## src/rtl/mips_muldiv_unit.sv

```systemverilog
// Iterative shift-add multiplier / restoring divider producing HI/LO, one step per cycle.
// Optional signed MULT/DIV support is enabled with `define MIPS_MULDIV_SIGNED_EN.
module mips_muldiv_unit #(
  parameter int WIDTH = 32
) (
  input  logic             clk,
  input  logic             rst_n,
  input  logic             start,
  input  logic [3:0]       AluOP,
  input  logic [WIDTH-1:0] X,
  input  logic [WIDTH-1:0] Y,
  output logic             busy,
  output logic             done,
  output logic [WIDTH-1:0] HI,
  output logic [WIDTH-1:0] LO
);

  localparam int CW = (WIDTH > 1) ? $clog2(WIDTH) : 1;
  localparam logic [3:0] OP_MULTU = 4'd3;
  localparam logic [3:0] OP_DIVU  = 4'd4;
`ifdef MIPS_MULDIV_SIGNED_EN
  localparam logic [3:0] OP_MULT  = 4'd13;
  localparam logic [3:0] OP_DIV   = 4'd14;

  function automatic logic [WIDTH-1:0] neg_w(input logic [WIDTH-1:0] v);
    return (~v) + WIDTH'(1);
  endfunction

  function automatic logic [2*WIDTH-1:0] neg_2w(input logic [2*WIDTH-1:0] v);
    return (~v) + (2*WIDTH)'(1);
  endfunction
`endif

  typedef enum logic [1:0] {
    S_IDLE = 2'd0,
    S_CALC = 2'd1,
    S_DONE = 2'd2
  } state_t;

  state_t               r_state;
  state_t               w_state_nxt;
  logic [CW-1:0]        r_cnt;
  logic                 r_is_div;
  logic [WIDTH-1:0]     r_b;
  logic [2*WIDTH-1:0]   r_acc;
  logic                 r_busy;
  logic                 r_done;
  logic [WIDTH-1:0]     r_hi;
  logic [WIDTH-1:0]     r_lo;

  logic                 w_accept;
  logic                 w_is_div;
  logic [WIDTH-1:0]     w_a;
  logic [WIDTH-1:0]     w_b;
  logic                 w_last;
  logic [WIDTH:0]       w_sum;
  logic [WIDTH:0]       w_rem_sh;
  logic [WIDTH:0]       w_diff;
  logic                 w_qbit;
  logic [2*WIDTH-1:0]   w_acc_nxt;
  logic [WIDTH-1:0]     w_hi_res;
  logic [WIDTH-1:0]     w_lo_res;
`ifdef MIPS_MULDIV_SIGNED_EN
  logic                 w_neg_q;
  logic                 w_neg_r;
  logic                 r_neg_q;
  logic                 r_neg_r;
`endif

  // Opcode decode; signed ops are reduced to magnitudes for the unsigned core
  always_comb begin
    w_accept = 1'b0;
    w_is_div = 1'b0;
    w_a      = X;
    w_b      = Y;
`ifdef MIPS_MULDIV_SIGNED_EN
    w_neg_q  = 1'b0;
    w_neg_r  = 1'b0;
`endif
    case (AluOP)
      OP_MULTU: w_accept = 1'b1;
      OP_DIVU: begin
        w_accept = 1'b1;
        w_is_div = 1'b1;
      end
`ifdef MIPS_MULDIV_SIGNED_EN
      OP_MULT: begin
        w_accept = 1'b1;
        w_a      = X[WIDTH-1] ? neg_w(X) : X;
        w_b      = Y[WIDTH-1] ? neg_w(Y) : Y;
        w_neg_q  = X[WIDTH-1] ^ Y[WIDTH-1];
      end
      OP_DIV: begin
        w_accept = 1'b1;
        w_is_div = 1'b1;
        w_a      = X[WIDTH-1] ? neg_w(X) : X;
        w_b      = Y[WIDTH-1] ? neg_w(Y) : Y;
        // Divide by zero keeps the all-ones quotient unsigned-looking
        w_neg_q  = (X[WIDTH-1] ^ Y[WIDTH-1]) && (Y != {WIDTH{1'b0}});
        w_neg_r  = X[WIDTH-1];
      end
`endif
      default: w_accept = 1'b0;
    endcase
  end

  // One shift-add or restoring-divide step on the accumulator
  always_comb begin
    w_sum    = {1'b0, r_acc[2*WIDTH-1:WIDTH]} + {1'b0, (r_acc[0] ? r_b : {WIDTH{1'b0}})};
    w_rem_sh = {r_acc[2*WIDTH-1:WIDTH], r_acc[WIDTH-1]};
    w_diff   = w_rem_sh - {1'b0, r_b};
    w_qbit   = ~w_diff[WIDTH];
    if (r_is_div) begin
      w_acc_nxt = {(w_qbit ? w_diff[WIDTH-1:0] : w_rem_sh[WIDTH-1:0]), r_acc[WIDTH-2:0], w_qbit};
    end else begin
      w_acc_nxt = {w_sum, r_acc[WIDTH-1:1]};
    end
  end

  // Final result with optional sign fix-up, loaded into HI/LO on entry to DONE
  always_comb begin
    w_hi_res = w_acc_nxt[2*WIDTH-1:WIDTH];
    w_lo_res = w_acc_nxt[WIDTH-1:0];
`ifdef MIPS_MULDIV_SIGNED_EN
    if (r_is_div) begin
      if (r_neg_q) begin
        w_lo_res = neg_w(w_acc_nxt[WIDTH-1:0]);
      end else begin
        w_lo_res = w_acc_nxt[WIDTH-1:0];
      end
      if (r_neg_r) begin
        w_hi_res = neg_w(w_acc_nxt[2*WIDTH-1:WIDTH]);
      end else begin
        w_hi_res = w_acc_nxt[2*WIDTH-1:WIDTH];
      end
    end else if (r_neg_q) begin
      {w_hi_res, w_lo_res} = neg_2w(w_acc_nxt);
    end else begin
      {w_hi_res, w_lo_res} = w_acc_nxt;
    end
`endif
  end

  assign w_last = (r_cnt == CW'(WIDTH - 1));

  // Next-state logic
  always_comb begin
    w_state_nxt = r_state;
    case (r_state)
      S_IDLE: begin
        if (start && w_accept) begin
          w_state_nxt = S_CALC;
        end else begin
          w_state_nxt = S_IDLE;
        end
      end
      S_CALC: begin
        if (w_last) begin
          w_state_nxt = S_DONE;
        end else begin
          w_state_nxt = S_CALC;
        end
      end
      S_DONE:  w_state_nxt = S_IDLE;
      default: w_state_nxt = S_IDLE;
    endcase
  end

  // State register
  always_ff @(posedge clk or negedge rst_n) begin
    if (!rst_n) begin
      r_state <= S_IDLE;
    end else begin
      r_state <= w_state_nxt;
    end
  end

  // Operand capture, iteration datapath and registered outputs
  always_ff @(posedge clk or negedge rst_n) begin
    if (!rst_n) begin
      r_cnt    <= {CW{1'b0}};
      r_is_div <= 1'b0;
      r_b      <= {WIDTH{1'b0}};
      r_acc    <= {(2*WIDTH){1'b0}};
      r_busy   <= 1'b0;
      r_done   <= 1'b0;
      r_hi     <= {WIDTH{1'b0}};
      r_lo     <= {WIDTH{1'b0}};
`ifdef MIPS_MULDIV_SIGNED_EN
      r_neg_q  <= 1'b0;
      r_neg_r  <= 1'b0;
`endif
    end else begin
      r_busy <= (w_state_nxt != S_IDLE);
      r_done <= (w_state_nxt == S_DONE);
      if (r_state == S_IDLE && start && w_accept) begin
        r_cnt    <= {CW{1'b0}};
        r_is_div <= w_is_div;
        r_b      <= w_is_div ? w_b : w_a;
        r_acc    <= {{WIDTH{1'b0}}, (w_is_div ? w_a : w_b)};
`ifdef MIPS_MULDIV_SIGNED_EN
        r_neg_q  <= w_neg_q;
        r_neg_r  <= w_neg_r;
`endif
      end else if (r_state == S_CALC) begin
        r_acc <= w_acc_nxt;
        r_cnt <= r_cnt + CW'(1);
        if (w_last) begin
          r_hi <= w_hi_res;
          r_lo <= w_lo_res;
        end
      end
    end
  end

  assign busy = r_busy;
  assign done = r_done;
  assign HI   = r_hi;
  assign LO   = r_lo;

endmodule
```

## config.mk

```make
export PLATFORM = sky130hd
export DESIGN_NAME = mips_muldiv_unit
export DESIGN_NICKNAME = d
export VERILOG_FILES = /design/src/rtl/mips_muldiv_unit.sv
export SDC_FILE = /design/constraint.sdc
export NUM_CORES = 1
export LEC_CHECK = 0
export ABC_AREA = 1
export CAP_MARGIN = 20
export CORE_ASPECT_RATIO = 0.8
export CORE_UTILIZATION = 35
export DETAILED_ROUTE_END_ITERATION = 8
export PLACE_DENSITY = 0.54
export SLEW_MARGIN = 10
export SYNTH_ARGS = -nofsm -noshare
export SYNTH_HDL_FRONTEND = slang
export SYNTH_SLANG_ARGS = --single-unit
```

## constraint.sdc

```tcl
create_clock -name clk -period 3.1 [get_ports clk]
set_input_delay 0.62 -clock clk [delete_from_list [all_inputs] [get_ports clk]]
set_output_delay 0.62 -clock clk [all_outputs]
set_load 0.1 [all_outputs]
```

Word level (Yosys, flattened, before mapping):

Index checks and enable logic that the tools add are counted.

* register bits: 170
* input bits: 71
* output and inout bits: 66
* word-level logic and storage cells: 41

* add/sub/neg operators: 3
* equal/unequal tests: 5
* muxes and demuxes: 14
* bitwise logic cells: 2
* reductions and logical operators: 8

Operators by type and width (count)
* $mux W64: 3
* $mux W32: 4
* $add A32 B32 Y33: 1
* $sub A33 B32 Y33: 1
* $mux W5: 2
* $add A5 B1 Y5 const B: 1
* $eq A5 B5 Y1 const B: 1
* $eq A4 B2 Y1 const B: 1
* $eq A4 B3 Y1 const B: 1
* $pmux W2 S2: 1
* $reduce_bool A2 Y1: 2
* $logic_and A1 B1 Y1: 3
* $mux W1: 3
* $reduce_and A3 Y1: 1
* $eq A2 B1 Y1 const B: 1
* $eq A2 B2 Y1 const B: 1
* $logic_not A2 Y1: 1
* $mux W2: 1
* $not A1 Y1: 2
* $reduce_or A2 Y1: 1

Depth between registers and ports, before layout:

Gate-level depths: netlist (run 1).

* depth in word-level cells: 7
* mapped depth: 21
* gate-level depth less buffers: 20

Worst setup path before layout (run 1):

Ideal clock, no wire load.

* path type: reg-to-reg
* start point: register r_acc[0]
* end point: register r_hi[17], in the netlist HI[17]
* setup time: 0.120 ns
* data arrival time: 2.346 ns
* data required time: 2.980 ns
* setup slack: 0.635 ns
* stages on the path, launching flop included: 18
* buffers on the path: 2
* period minus slack after synthesis: 2.465 ns
* cell sequence: dfrtp_1 -> clkbuf_1 -> clkbuf_1 -> nand2_1 -> inv_1 -> ha_1 -> fa_1 -> nand3_1 -> nand2_1 -> nand2_1 -> nand2_1 -> a21o_1 -> a21oi_1 -> nand2_1 -> nand3_1 -> nand2_1 -> nand2_1 -> nand2_1

* cells in the longest elaborated chain, start to end: 3

RTL lines
* start: declaration: line 45 `logic [2*WIDTH-1:0] r_acc;`
* start signal: assignment: line 184 `r_acc <= {(2*WIDTH){1'b0}};`
* start signal: assignment: line 200 `r_acc <= {{WIDTH{1'b0}}, (w_is_div ? w_a : w_b)};`
* start signal: assignment: line 206 `r_acc <= w_acc_nxt;`
* $mux W32: line 109 `w_sum = {1'b0, r_acc[2*WIDTH-1:WIDTH]} + {1'b0, (r_acc[0] ? r_b : {WIDTH{1'b0}})};`
* $add A32 B32 Y33: line 109
* $mux W64: line 113 `if (r_is_div) begin`
* end signal: assignment: line 187 `r_hi <= {WIDTH{1'b0}};`
* end signal: assignment: line 209 `r_hi <= w_hi_res;`
* end: declaration: line 48 `logic [WIDTH-1:0] r_hi;`

Every way passes these cells.
A chain may end at the register's enable or synchronous reset.

Final worst setup path (run 1):

* start point: register r_acc[31]
* end point: register r_acc[62]

* cells in the longest elaborated chain, start to end: 5

RTL lines
* $sub A33 B32 Y33: line 111 `w_diff = w_rem_sh - {1'b0, r_b};`
* $mux W32: line 114 `w_acc_nxt = {(w_qbit ? w_diff[WIDTH-1:0] : w_rem_sh[WIDTH-1:0]), r_acc[WIDTH-2:0], w_qbit};`
* $mux W64: line 113
* $mux W64: line 205 `end else if (r_state == S_CALC) begin`
* $mux W64: line 196 `if (r_state == S_IDLE && start && w_accept) begin`

Every way passes these cells. The select of a mux whose other input is x is not followed.

==> reports/results.txt, run 1 <==
The run finished with clean final reports. Counting buffers and inverters, the worst setup path is 20 cells deep. Critical register-to-register path endpoint: r_acc[62]$_DFFE_PN0P_. The maximum level of the CTS H-tree was 4.

Dividing the final minimum period by the clock period gives 94.1%. The required time reported for the critical path endpoint came out at 3.45 ns. Initial antenna violation count: 0.

The fraction of registers with async set or reset after synthesis is 100%, and the hold violation total from the final report is 0. The library cell contributing the largest single delay on the critical path is sky130_fd_sc_hd__dfrtp_1. The post-layout minimum cycle time works out to 2.92 ns. After routing, the total negative slack on setup checks comes to 0 ns. CTS saw 170 sinks. The worst pin sits at a relative slew slack of 56.1%. The final estimated routing congestion in global placement is 0.973, and the post-synthesis instance area is 13000 um2. Count of different cell masters after synthesis: 42.

Once layout is complete, the utilization of the core stands at 42.5%. Along the worst path, the maximum fanout reaches 15. Each instance of the synthesized netlist takes up on average 6.47 um2. The ratio of routed vias to standard cells works out to 5.05.

The post-detailed-route DRC marker count is 0, and the number of warnings reported in the yosys synthesis log is 0. The synthesized net count was 2156. The via count is 13200. The run gives 3.27 ns as the worst path arrival time. The tools report the root buffer cell as sky130_fd_sc_hd__clkbuf_16.

The die covers 38100 um2. In this run the remaining antenna-violating nets after routing total 0. The clock passes through at most 2 buffers. With fillers left out, the area of the finished cells amounts to 15400 um2. Class of the most critical hold timing path: in2async.

Compared with the post-synthesis result, the final layout area differs by 18.3%. 0 antenna diodes ended up in the layout. Worst setup path startpoint: r_acc[31]$_DFFE_PN0P_. The worst setup path is launched from a register.

The die is 175 um tall. For the worst-skew pair, the clock arrives at the later sink with an insertion delay of 0.46 ns. The worst slack at placement was 0.0352 ns; the worst-margin pin slew was 0.659 ns. In this run the register-to-register setup slack is 0.18 ns.

Walking the worst path, the cells encountered are inv_1 > ha_1 > fa_1 > inv_1 > nand2_1 > nand2_1 > nand3_1 > nand2_2 > nand2_1 > nand2_2 > nand2_2 > nand2_1 > nand2_2 > buf_4 > nand3_1 > nand2_1 > nand2_1 > nand2_1 > nand2_1 > nand2_1. Global routing finished with a remaining overflow of 0. Entering global routing, the biggest net connects 67 pins. sky130_fd_sc_hd__dfrtp_1 takes more of the synthesized area than any other cell.

The share of the synthesized area in the top cell type was 32.6%; the count of flip-flops with a built-in enable after synthesis was 0. Clock-pin slew was measured on the worst setup and hold paths at 0.08 ns. The hold buffer count at cts is 0. In this run the tool buffered the top-level ports with 136 buffer cells. By area the synthesized netlist is led by sky130_fd_sc_hd__dfrtp_1 (33%), sky130_fd_sc_hd__nand2_1 (21%), sky130_fd_sc_hd__inv_1 (9.2%), sky130_fd_sc_hd__ha_1 (6.3%), sky130_fd_sc_hd__nand3_1 (5.5%). The run gives 3963 as the fill cell instance count of the final layout. TritonCTS built the clock tree. On the worst path, the slowest cell contributes a delay of 0.43 ns. After legalization and detailed placement, the total HPWL measured 36700 um. Setup repair after global routing could not meet its margin everywhere.

Timing would allow up to 0.343 GHz. The wire length of the first global-routing pass is 73900 um, and the number of cell instances on the worst register-to-register path is 20. Sequential cells were found to cover 32.6% of the synthesized design area. In this run the count of I/O pins placed on the die edge is 137. The run gives 62 as the total number of placement rows. The initial utilization of the core area, before any placement, comes to 35.9%.

The critical path ends at r_acc[62]$_DFFE_PN0P_. Most used flip-flop cell after synthesis: sky130_fd_sc_hd__dfrtp_1. For this block, the initial DRC count from the detailed router was 1056. In the post-route analysis, the smallest setup slack over all paths is 0.183 ns. Setup violations remaining at the end of the flow were counted as 0. Via count of the first global-routing pass: 12600. The number of buffers and inverters on the critical path is 3.

The core region is 36300 um2. The nature of the critical path endpoint was a register. The kind of cell with the highest combined delay along the critical path is simple AND/OR/NAND/NOR gates. In the final layout, the share of cells above drive strength 1 is 7.61%. For the total routing usage reported by global routing, the log shows 25.4%. After detailed placement, the total cell area comes to 14800 um2. Total of max-cap violations: 0. The library cells used most frequently in the layout, excluding fill and tap cells, are sky130_fd_sc_hd__nand2_1 (746), sky130_fd_sc_hd__inv_1 (319), sky130_fd_sc_hd__dfrtp_1 (168). Between clock sinks in the finished design, the worst skew comes to 0.0205 ns. The net count of the finished layout is 2267. The category of the most critical setup path is reg2reg.

After synthesis the netlist holds a flip-flop and latch count of 170. The library cell used most frequently in the layout, excluding fill and tap cells, is sky130_fd_sc_hd__nand2_1. In the final routed layout, each cell accounts on average for 17.9 um.

In this run the critical register-to-register path is launched from r_acc[31]$_DFFE_PN0P_. The horizontal extent of the die was 218 um. The run gives 2017 as the synthesized netlist cell count. The most numerous cell on the critical path is sky130_fd_sc_hd__nand2_1. The final routed wirelength across all metal layers came out at 47000 um. Clock tree synthesis inserted a total of 17 buffers. The pre-antenna-repair detailed-routing pass consisted of 5 iterations. The final count of pins violating max slew was 0.
## worst register-to-register path, cell delays in order, from the launching register on
cell and delay [ns]:
sky130_fd_sc_hd__dfrtp_1 0.43, sky130_fd_sc_hd__inv_1 0.16, sky130_fd_sc_hd__ha_1 0.25, sky130_fd_sc_hd__fa_1 0.40, sky130_fd_sc_hd__inv_1 0.09, sky130_fd_sc_hd__nand2_1 0.05, sky130_fd_sc_hd__nand2_1 0.07, sky130_fd_sc_hd__nand3_1 0.10
sky130_fd_sc_hd__nand2_2 0.16, sky130_fd_sc_hd__nand2_1 0.08, sky130_fd_sc_hd__nand2_2 0.08, sky130_fd_sc_hd__nand2_2 0.07, sky130_fd_sc_hd__nand2_1 0.07, sky130_fd_sc_hd__nand2_2 0.13, sky130_fd_sc_hd__buf_4 0.23, sky130_fd_sc_hd__nand3_1 0.09
sky130_fd_sc_hd__nand2_1 0.05, sky130_fd_sc_hd__nand2_1 0.09, sky130_fd_sc_hd__nand2_1 0.10, sky130_fd_sc_hd__nand2_1 0.08, sky130_fd_sc_hd__nand2_1 0.05
## cell usage after synthesis (2+ instances only)
| master | instances |
|---|---|
| sky130_fd_sc_hd__o211ai_1 | 63 |
| sky130_fd_sc_hd__nand3b_1 | 15 |
| sky130_fd_sc_hd__nor3_1 | 8 |
| sky130_fd_sc_hd__xnor2_1 | 4 |
| sky130_fd_sc_hd__nor4_1 | 3 |
| sky130_fd_sc_hd__clkbuf_1 | 46 |
| sky130_fd_sc_hd__ha_1 | 66 |
| sky130_fd_sc_hd__nand3_1 | 143 |
| sky130_fd_sc_hd__xor2_1 | 14 |
| sky130_fd_sc_hd__and3_1 | 2 |
| sky130_fd_sc_hd__nand4_1 | 12 |
| sky130_fd_sc_hd__o21ai_0 | 127 |
| sky130_fd_sc_hd__a21o_1 | 10 |
| sky130_fd_sc_hd__or2_2 | 5 |
| sky130_fd_sc_hd__o21a_1 | 4 |
| sky130_fd_sc_hd__and2_1 | 7 |
| sky130_fd_sc_hd__buf_1 | 7 |
| sky130_fd_sc_hd__nand2_1 | 746 |
| sky130_fd_sc_hd__inv_1 | 321 |
| sky130_fd_sc_hd__inv_2 | 4 |
| sky130_fd_sc_hd__nor2_1 | 83 |
| sky130_fd_sc_hd__nand2_2 | 5 |
| sky130_fd_sc_hd__buf_6 | 2 |
| sky130_fd_sc_hd__a21oi_1 | 70 |
| sky130_fd_sc_hd__nor2_2 | 7 |
| sky130_fd_sc_hd__o21bai_1 | 4 |
| sky130_fd_sc_hd__o21ai_1 | 3 |
| sky130_fd_sc_hd__o31ai_1 | 2 |
| sky130_fd_sc_hd__fa_1 | 2 |
| sky130_fd_sc_hd__o221ai_1 | 31 |
| sky130_fd_sc_hd__dfrtp_1 | 170 |
| sky130_fd_sc_hd__a22o_1 | 2 |
| sky130_fd_sc_hd__buf_2 | 19 |
| sky130_fd_sc_hd__buf_4 | 2 |
## sequential cells by signal (all words and copies together) (netlist names)
signal / flops
r_state: 2
r_cnt: 5
r_is_div: 1
HI: 32
r_b: 32
r_acc: 64
LO: 32
done: 1
busy: 1
## repair_timing
item                       in CTS  in global routing
buffers inserted                0                  1
setup endpoints to repair       0                 48
resized for setup               0                  5
## metal layers
layer | share of wire, % | GRT usage, %
met1 | 50 | 37.7
met5 | 0 | 0
met2 | 43 | 38.5
met3 | 5.1 | 3.41
met4 | 1.6 | 6.50
## logic make-up (layout without fill, tap and decap cells)
| kind of cell | after synthesis | count (layout) | synth area share, % |
|---|---|---|---|
| xor gates and xnor gates | 18 | 18 | 1.21 |
| and+or+nand+nor | 1041 | 1041 | 32.9 |
| buffers and inverters | 402 | 526 | 11.9 |
| AOI/OAI and AO/OA | 318 | 318 | 14.8 |
| DFF | 170 | 170 | 32.6 |
| adders and majority gates | 68 | 68 | 6.64 |
## cell type report
cell class / instances / area, um2 / share of cell area, %
repair buffers: 168 / 1520 / 9.83
inverters: 326 / 1220 / 7.93
multi-input cells: 1445 / 7270 / 47.1
well taps: 480 / 601 / 3.89
flip-flops and latches: 170 / 4260 / 27.6
clock buffers: 18 / 429 / 2.78
clock inverters: 14 / 130 / 0.843
## worst min path at each step
stage,start,endpoint,slack [ns]
final,rst_n,r_acc[7]$_DFFE_PN0P_,0.12
after global routing,rst_n,r_acc[7]$_DFFE_PN0P_,0.17
after CTS,rst_n,r_acc[7]$_DFFE_PN0P_,0.15
after detailed placement,r_cnt[3]$_DFFE_PN0P_,r_cnt[3]$_DFFE_PN0P_,0.46
after global placement,r_cnt[3]$_DFFE_PN0P_,r_cnt[3]$_DFFE_PN0P_,0.45
after floorplan,rst_n,HI[0]$_DFFE_PN0P_,0.32
## per-stage QoR
step                hold WS [ns]  instances
finish                     0.121       2621
global route               0.171       2621
CTS                        0.155       2620
detailed placement         0.461       2588
global placement           0.452       2588
floorplan                  0.324       2017
Power of run 1 is not shown: default switching activity piles up to over one toggle a cycle in this logic, so the estimate is an artifact.
==> run 2, diff against run 1 <==
clock period = 3.4 ns   (was 3.1 ns; I/O delays follow)
==> run 2 against run 1 <==
Net effect: non-clock buffer count fell by 4; wire length up 0.53%; die area stayed put; register-to-register slack gained 0.09 ns; clock-buffer cell count fell by 1; clock skew shrank 0.010 ns; core utilization barely moved; sequential share of layout area about the same; worst hold slack improved by 0.073 ns; critical path depth is 3 lower; first-iteration DRC count is 12% higher; critical endpoint is now HI[4]$_DFFE_PN0P_.
==> reports/results.txt, run 2 (synthesis results as in run 1) <==
Required time reported for the critical path endpoint: 3.75 ns (was 3.45 ns). The detailed-route wire length per cell is 18.1 um (was 17.9 um). TritonCTS built the clock tree.

The number of antenna repair diodes is 0 (unchanged), and the worst-margin pin slew is 1.00 ns (was 0.659 ns). Setup repair after global routing left no endpoint under its margin. The tools report the total of max-cap violations as 0 (unchanged).

The area occupied by multi-input gates was 7260 um2 (was 7270 um2); the post-layout instance count excluding filler cells was 2617 (was 2621). Count of endpoints failing setup in the final report: 0 (unchanged). The ratio of routed vias to standard cells is 5.13 (was 5.05). Commonest non-fill, non-tap cells in the layout: sky130_fd_sc_hd__nand2_1 (746), sky130_fd_sc_hd__inv_1 (319), sky130_fd_sc_hd__dfrtp_1 (169) (was sky130_fd_sc_hd__nand2_1 (746), sky130_fd_sc_hd__inv_1 (319), sky130_fd_sc_hd__dfrtp_1 (168)). The wire length of the first global-routing pass is 74800 um (was 73900 um), and the number of buffers added on ports is 136 (unchanged). The tools report the worst reg2reg path startpoint as r_acc[31]$_DFFE_PN0P_ (unchanged). The nature of the critical path endpoint is a register (unchanged). The hold violation total from the final report is 0 (unchanged). The post-layout minimum cycle time is 3.12 ns (was 2.92 ns), and the total CTS buffers is 17 (unchanged).

The tools report the pin count of the biggest net entering global routing as 67 (unchanged). The worst slew margin relative to its limit came out at 33.2% (was 56.1%). The hold buffer count at cts came out at 0 (unchanged). Horizontal extent of the die: 218 um (unchanged). The run gives 35.9% (unchanged) as the initial core utilization. The number of buffers on the longest clock path is 2 (unchanged), and the total die area is 38100 um2 (unchanged). The CTS sink count came out at 170 (unchanged).

The logs give 6 (was 5) for the first-pass iteration count of the detailed router and 0.28 ns (was 0.18 ns) for the slack of the worst reg-to-reg path. The tools report the maximum level of the CTS H-tree as 4 (unchanged). The type of origin of the critical path was a register (unchanged). Proportion of layout cells with a drive suffix above 1: 7.16% (was 7.61%). The logs give 15400 um2 (about the same) for the total non-filler cell area in the finished layout and 0.968 (was 0.973) for the final estimated routing congestion in global placement.

The peak fanout along the critical path was 8 (was 15). The layout overhead on the synthesized area was 18.2% (was 18.3%). Post-placement cell count: 2585 (was 2588).

The category of the most critical setup path was reg2reg (unchanged). The fraction of the cycle the final worst path needs is 91.9% (was 94.1%). Number of flip-flops in the largest register: 64 (unchanged). The final routed wirelength across all metal layers was 47300 um (was 47000 um). Initial antenna violation count: 0 (unchanged). The core area is 36300 um2 (unchanged), and the residual antenna-violating net count after detailed routing is 0 (unchanged). The tools report the worst setup path startpoint as r_acc[31]$_DFFE_PN0P_ (unchanged). The latest clock arrival within the worst-skew pair came out at 0.47 ns (was 0.46 ns). The total number of placement rows was 62 (unchanged). Accumulated negative setup slack: 0 ns (unchanged).

The via count was 13400 (was 13200). The post-detailed-route DRC marker count is 0 (unchanged). The run gives 0 (unchanged) as the setup fix buffers added after clock tree synthesis. The flow ran to the end, and the final reports show no timing, DRC or antenna violations.

The clock transition at the register clock pins on the worst setup and hold paths after CTS was 0.08 ns (about the same); the worst path arrival time was 3.47 ns (was 3.27 ns). Most frequent standard cell in the layout excluding fill and tap cells: sky130_fd_sc_hd__nand2_1 (unchanged). The number of cell instances on the worst register-to-register path was 17 (was 20). The area taken by flip-flops and latches is 4260 um2 (about the same).

Global route total overflow: 0 (unchanged). Final worst clock skew: 0.0104 ns (was 0.0205 ns). The number of top-level design ports is 137 (unchanged), and the number of DRC markers in iteration 0 is 1186 (was 1056). The class of the most critical hold timing path was in2async (unchanged). The total half-perimeter wirelength after legalization and detailed placement is 36500 um (was 36700 um), and the net total in the final layout is 2263 (was 2267). The total of cells resized after clock tree synthesis is 0 (unchanged), and the final count of pins violating max slew is 0 (unchanged). The tools report the critical register-to-register path endpoint as HI[4]$_DFFE_PN0P_ (was r_acc[62]$_DFFE_PN0P_). For the post-place instance area, the log shows 14800 um2 (about the same). The total routing usage reported by global routing is 25.7% (was 25.4%). Endpoint of the most critical setup path: HI[4]$_DFFE_PN0P_ (was r_acc[62]$_DFFE_PN0P_). The tools report the root buffer cell as sky130_fd_sc_hd__clkbuf_16 (unchanged).

The via count of the first global-routing pass is 12800 (was 12600), and the vertical extent of the die is 175 um (unchanged). The fill cell instance count of the final layout is 3907 (was 3963). The largest register by flop count is r_acc (unchanged). The highest achievable clock rate was 0.320 GHz (was 0.343 GHz).
run 2: cell count changes in the layout (fill, tap and decap cells not counted), moves of 2 or more:
cell                              before  now
sky130_fd_sc_hd__buf_4                91   84
sky130_fd_sc_hd__clkdlybuf4s50_1      69   74
sky130_fd_sc_hd__clkinv_2              3    0
sky130_fd_sc_hd__inv_6                 3    5
run 2: critical path, cell delays in order (launching register included):
cell and delay (ns):
sky130_fd_sc_hd__dfrtp_1 0.43, sky130_fd_sc_hd__inv_1 0.14, sky130_fd_sc_hd__ha_1 0.25, sky130_fd_sc_hd__fa_1 0.41, sky130_fd_sc_hd__inv_1 0.10, sky130_fd_sc_hd__nand2_1 0.06
sky130_fd_sc_hd__nand2_1 0.08, sky130_fd_sc_hd__nand3_1 0.09, sky130_fd_sc_hd__nand2_2 0.16, sky130_fd_sc_hd__nand2_1 0.08, sky130_fd_sc_hd__nand2_2 0.08, sky130_fd_sc_hd__nand2_2 0.06
sky130_fd_sc_hd__nand3_2 0.16, sky130_fd_sc_hd__buf_4 0.20, sky130_fd_sc_hd__nand3_1 0.19, sky130_fd_sc_hd__or2_2 0.34, sky130_fd_sc_hd__nand3_1 0.11, sky130_fd_sc_hd__nand2_1 0.06
run 2: worst min path at each step:
stage                               from              endpoint
floorplan                          rst_n     HI[0]$_DFFE_PN0P_
global placement    r_cnt[3]$_DFFE_PN0P_  r_cnt[3]$_DFFE_PN0P_
detailed placement  r_cnt[3]$_DFFE_PN0P_  r_cnt[3]$_DFFE_PN0P_
CTS                                rst_n     LO[7]$_DFFE_PN0P_
global route                       rst_n     LO[7]$_DFFE_PN0P_
finish                             rst_n     LO[7]$_DFFE_PN0P_
run 2: cell type report:
type	instances	area share [%]
Tap cell	480	3.89
Timing Repair Buffer	164	9.61
Sequential cell	170	27.6
Multi-Input combinational cell	1445	47.1
Inverter	326	7.93
Clock inverter	15	1.14
Clock buffer	17	2.76
run 2: metal layers:
layer / vias to the layer above / track usage [%] / part of all wire, %
met5: - / 0 / 0
met4: 0 / 6.21 / 1.8
met3: 46 / 4.89 / 5.9
met2: 393 / 39.1 / 43
met1: 6329 / 37.3 / 49
li1: 6653 / - / -
run 2: metrics by stage:
| stage | setup WS (ns) | hold slack (ns) | util [%] |
|---|---|---|---|
| finish | 0.276 | 0.195 | 42.5 |
| CTS | 0.292 | 0.222 | 42.5 |
| floorplan | 0.935 | 0.384 | - |
| global route | 0.00309 | 0.230 | 42.5 |
| global placement | 0.302 | 0.453 | 40.8 |
| detailed placement | 0.323 | 0.453 | 40.8 |
Power of run 2 is left out for the same reason.
==> run 3, diff against run 2 <==
RECOVER_POWER = 25   (was unset)
==> run 3 against run 2 <==
Net effect: the run now ends with max-capacitance violations, max-slew violations left; sequential share of layout area about the same; worst setup slack got worse by 0.0028 ns; via count fell by 0.22%; first-iteration DRC count grew 0.84%; register-to-register slack about the same; worst hold slack better by 0.27 ns; clock-buffer cell count unchanged; clock skew about the same.
==> reports/results.txt, run 3 (synthesis results as in run 1) <==
The worst-margin pin slew came out at 1.84 ns (was 1.00 ns). The wire length of the first global-routing pass came out at 74800 um (unchanged). The worst slew margin relative to its limit is -22.4% (was 33.2%), and the global route total overflow is 0 (unchanged).

TritonCTS built the clock tree. The logs give 62 (was 0) for the final count of pins violating max slew and 4 (unchanged) for the maximum level of the CTS H-tree. The post-detailed-route DRC marker count is 0 (unchanged).

The post-layout minimum cycle time is 3.13 ns (was 3.12 ns). The total number of placement rows is 62 (unchanged). Setup repair after global routing left no endpoint under its margin. The highest achievable clock rate came out at 0.320 GHz (about the same). The root buffer cell was sky130_fd_sc_hd__clkbuf_16 (unchanged). For the pin count of the biggest net entering global routing, the log shows 67 (unchanged).

The number of flip-flops in the largest register was 64 (unchanged); the residual antenna-violating net count after detailed routing was 0 (unchanged). The combined buffer and inverter count along the critical path was 3 (unchanged). The core area was 36300 um2 (unchanged); the total half-perimeter wirelength after legalization and detailed placement was 36500 um (unchanged). The vertical extent of the die was 175 um (unchanged); the total die area was 38100 um2 (unchanged). The worst slack at placement is 0.323 ns (unchanged), and the delay of the slowest cell on the worst path is 0.43 ns (about the same). The total routing usage reported by global routing is 25.7% (unchanged). The number of buffers added on ports was 136 (unchanged); the number of DRC markers in iteration 0 was 1196 (was 1186).

The type of origin of the critical path is a register (unchanged). The logs give 0.468 ns (was 0.195 ns) for the worst hold margin and 17 (unchanged) for the total CTS buffers. The hold buffer count at cts came out at 0 (unchanged). The ratio of routed vias to standard cells is 5.12 (was 5.13). The peak fanout along the critical path was 8 (unchanged).

The tools report the net total in the final layout as 2263 (unchanged). Most numerous cell on the critical path: sky130_fd_sc_hd__nand2_1 (unchanged). The tools report the via count as 13400 (about the same). The run gives 0 (unchanged) as the count of endpoints failing setup in the final report. Largest register by flop count: r_acc (unchanged).

The fraction of the cycle the final worst path needs is 92.0% (was 91.9%). Final estimated routing congestion in global placement: 0.968 (unchanged). The logs give 0.274 ns (was 0.276 ns) for the minimum setup slack in the final design and 35.9% (unchanged) for the initial core utilization. The run finished, with violations left. The logs give 0 (unchanged) for the setup fix buffers added after clock tree synthesis and 6 (unchanged) for the first-pass iteration count of the detailed router. The utilization after layout is 42.5% (about the same), and the worst path arrival time is 3.48 ns (was 3.47 ns).

The accumulated negative setup slack was 0 ns (unchanged); the final worst clock skew was 0.0108 ns (was 0.0104 ns). Number of buffers on the longest clock path: 2 (unchanged). The category of the most critical setup path is reg2reg (unchanged). The via count of the first global-routing pass was 12800 (unchanged). Number of top-level design ports: 137 (unchanged). The proportion of layout cells with a drive suffix above 1 works out to 7.16% (unchanged). Latest clock arrival within the worst-skew pair: 0.47 ns (about the same). The nature of the critical path endpoint is a register (unchanged).

The detailed-route wire length per cell came out at 18.1 um (about the same). CTS sink count: 170 (unchanged). The clock transition at the register clock pins on the worst setup and hold paths after CTS came out at 0.08 ns (about the same). The library cell contributing the largest single delay on the critical path is sky130_fd_sc_hd__dfrtp_1 (unchanged). Commonest non-fill, non-tap cells in the layout: sky130_fd_sc_hd__nand2_1 (746), sky130_fd_sc_hd__inv_1 (319), sky130_fd_sc_hd__dfrtp_1 (169) (unchanged). The final routed wirelength across all metal layers came out at 47300 um (about the same). The checks that failed: max-capacitance violations, max-slew violations. The required time reported for the critical path endpoint is 3.75 ns (about the same). The kind of cell adding the most delay to the critical path is simple AND/OR/NAND/NOR gates (unchanged).

The run gives 0 (unchanged) as the hold violation total from the final report. The tools report the total of max-cap violations as 1 (was 0). The layout overhead on the synthesized area is 18.1% (was 18.2%), and the total of cells resized after clock tree synthesis is 0 (unchanged). The run gives 0 (unchanged) as the initial antenna violation count. List of cells traversed by the critical path: inv_1 > ha_1 > fa_1 > inv_1 > nand2_1 > nand2_1 > nand3_1 > nand2_2 > nand2_1 > nand2_2 > nand2_2 > nand3_2 > buf_4 > nand3_1 > or2_2 > nand3_1 > nand2_1 (unchanged). The horizontal extent of the die is 218 um (unchanged). Class of the most critical hold timing path: reg2reg (was in2async). The number of antenna repair diodes was 0 (unchanged).

Most frequent standard cell in the layout excluding fill and tap cells: sky130_fd_sc_hd__nand2_1 (unchanged).
[run 3: per-stage QoR]
step / std cells / instance area (um2)
global route: 2617 / 15400
CTS: 2617 / 15400
global placement: 2585 / 14800
floorplan: 2017 / 13000
finish: 2617 / 15400
detailed placement: 2585 / 14800
[run 3: per-layer routing]
metal,share of wire (%),routed length [um],global-route usage [%],vias to the layer above
li1,-,-,-,6656
met1,50,23500,37.3,6299
met2,43,20400,39.1,387
met3,5.6,2650,4.89,49
met4,1.8,837,6.21,0
met5,0,0,0,-
[run 3: final cells by class]
cell class | count | area, um2
fillers | 3908 | 20900
multi-input cells | 1445 | 7260
flip-flops and latches | 170 | 4260
repair buffers | 164 | 1480
inverters | 326 | 1220
well taps | 480 | 601
clock buffers | 17 | 425
clock inverters | 15 | 176
[run 3: worst paths after layout]
kind	from	endpoint	slack, ns	depth (start not counted)
worst max-delay path	r_acc[31]$_DFFE_PN0P_	HI[4]$_DFFE_PN0P_	0.27	17
worst min-delay path	r_cnt[3]$_DFFE_PN0P_	r_cnt[3]$_DFFE_PN0P_	0.47	1
worst max register to register	r_acc[31]$_DFFE_PN0P_	HI[4]$_DFFE_PN0P_	0.27	17
worst min register to register	r_cnt[3]$_DFFE_PN0P_	r_cnt[3]$_DFFE_PN0P_	0.47	1
max in group asynchronous	rst_n	r_is_div$_DFFE_PN0P_	1.57	2
min in group asynchronous	rst_n	LO[7]$_DFFE_PN0P_	0.67	1
[run 3: worst reg2reg max path: stages, from the launching register on]
cell	delay, ns
sky130_fd_sc_hd__dfrtp_1	0.43
sky130_fd_sc_hd__inv_1	0.14
sky130_fd_sc_hd__ha_1	0.25
sky130_fd_sc_hd__fa_1	0.41
sky130_fd_sc_hd__inv_1	0.10
sky130_fd_sc_hd__nand2_1	0.06
sky130_fd_sc_hd__nand2_1	0.08
sky130_fd_sc_hd__nand3_1	0.09
sky130_fd_sc_hd__nand2_2	0.16
sky130_fd_sc_hd__nand2_1	0.08
sky130_fd_sc_hd__nand2_2	0.08
sky130_fd_sc_hd__nand2_2	0.06
sky130_fd_sc_hd__nand3_2	0.16
sky130_fd_sc_hd__buf_4	0.20
sky130_fd_sc_hd__nand3_1	0.19
sky130_fd_sc_hd__or2_2	0.34
sky130_fd_sc_hd__nand3_1	0.11
sky130_fd_sc_hd__nand2_1	0.06
Power of run 3 is left out for the same reason.
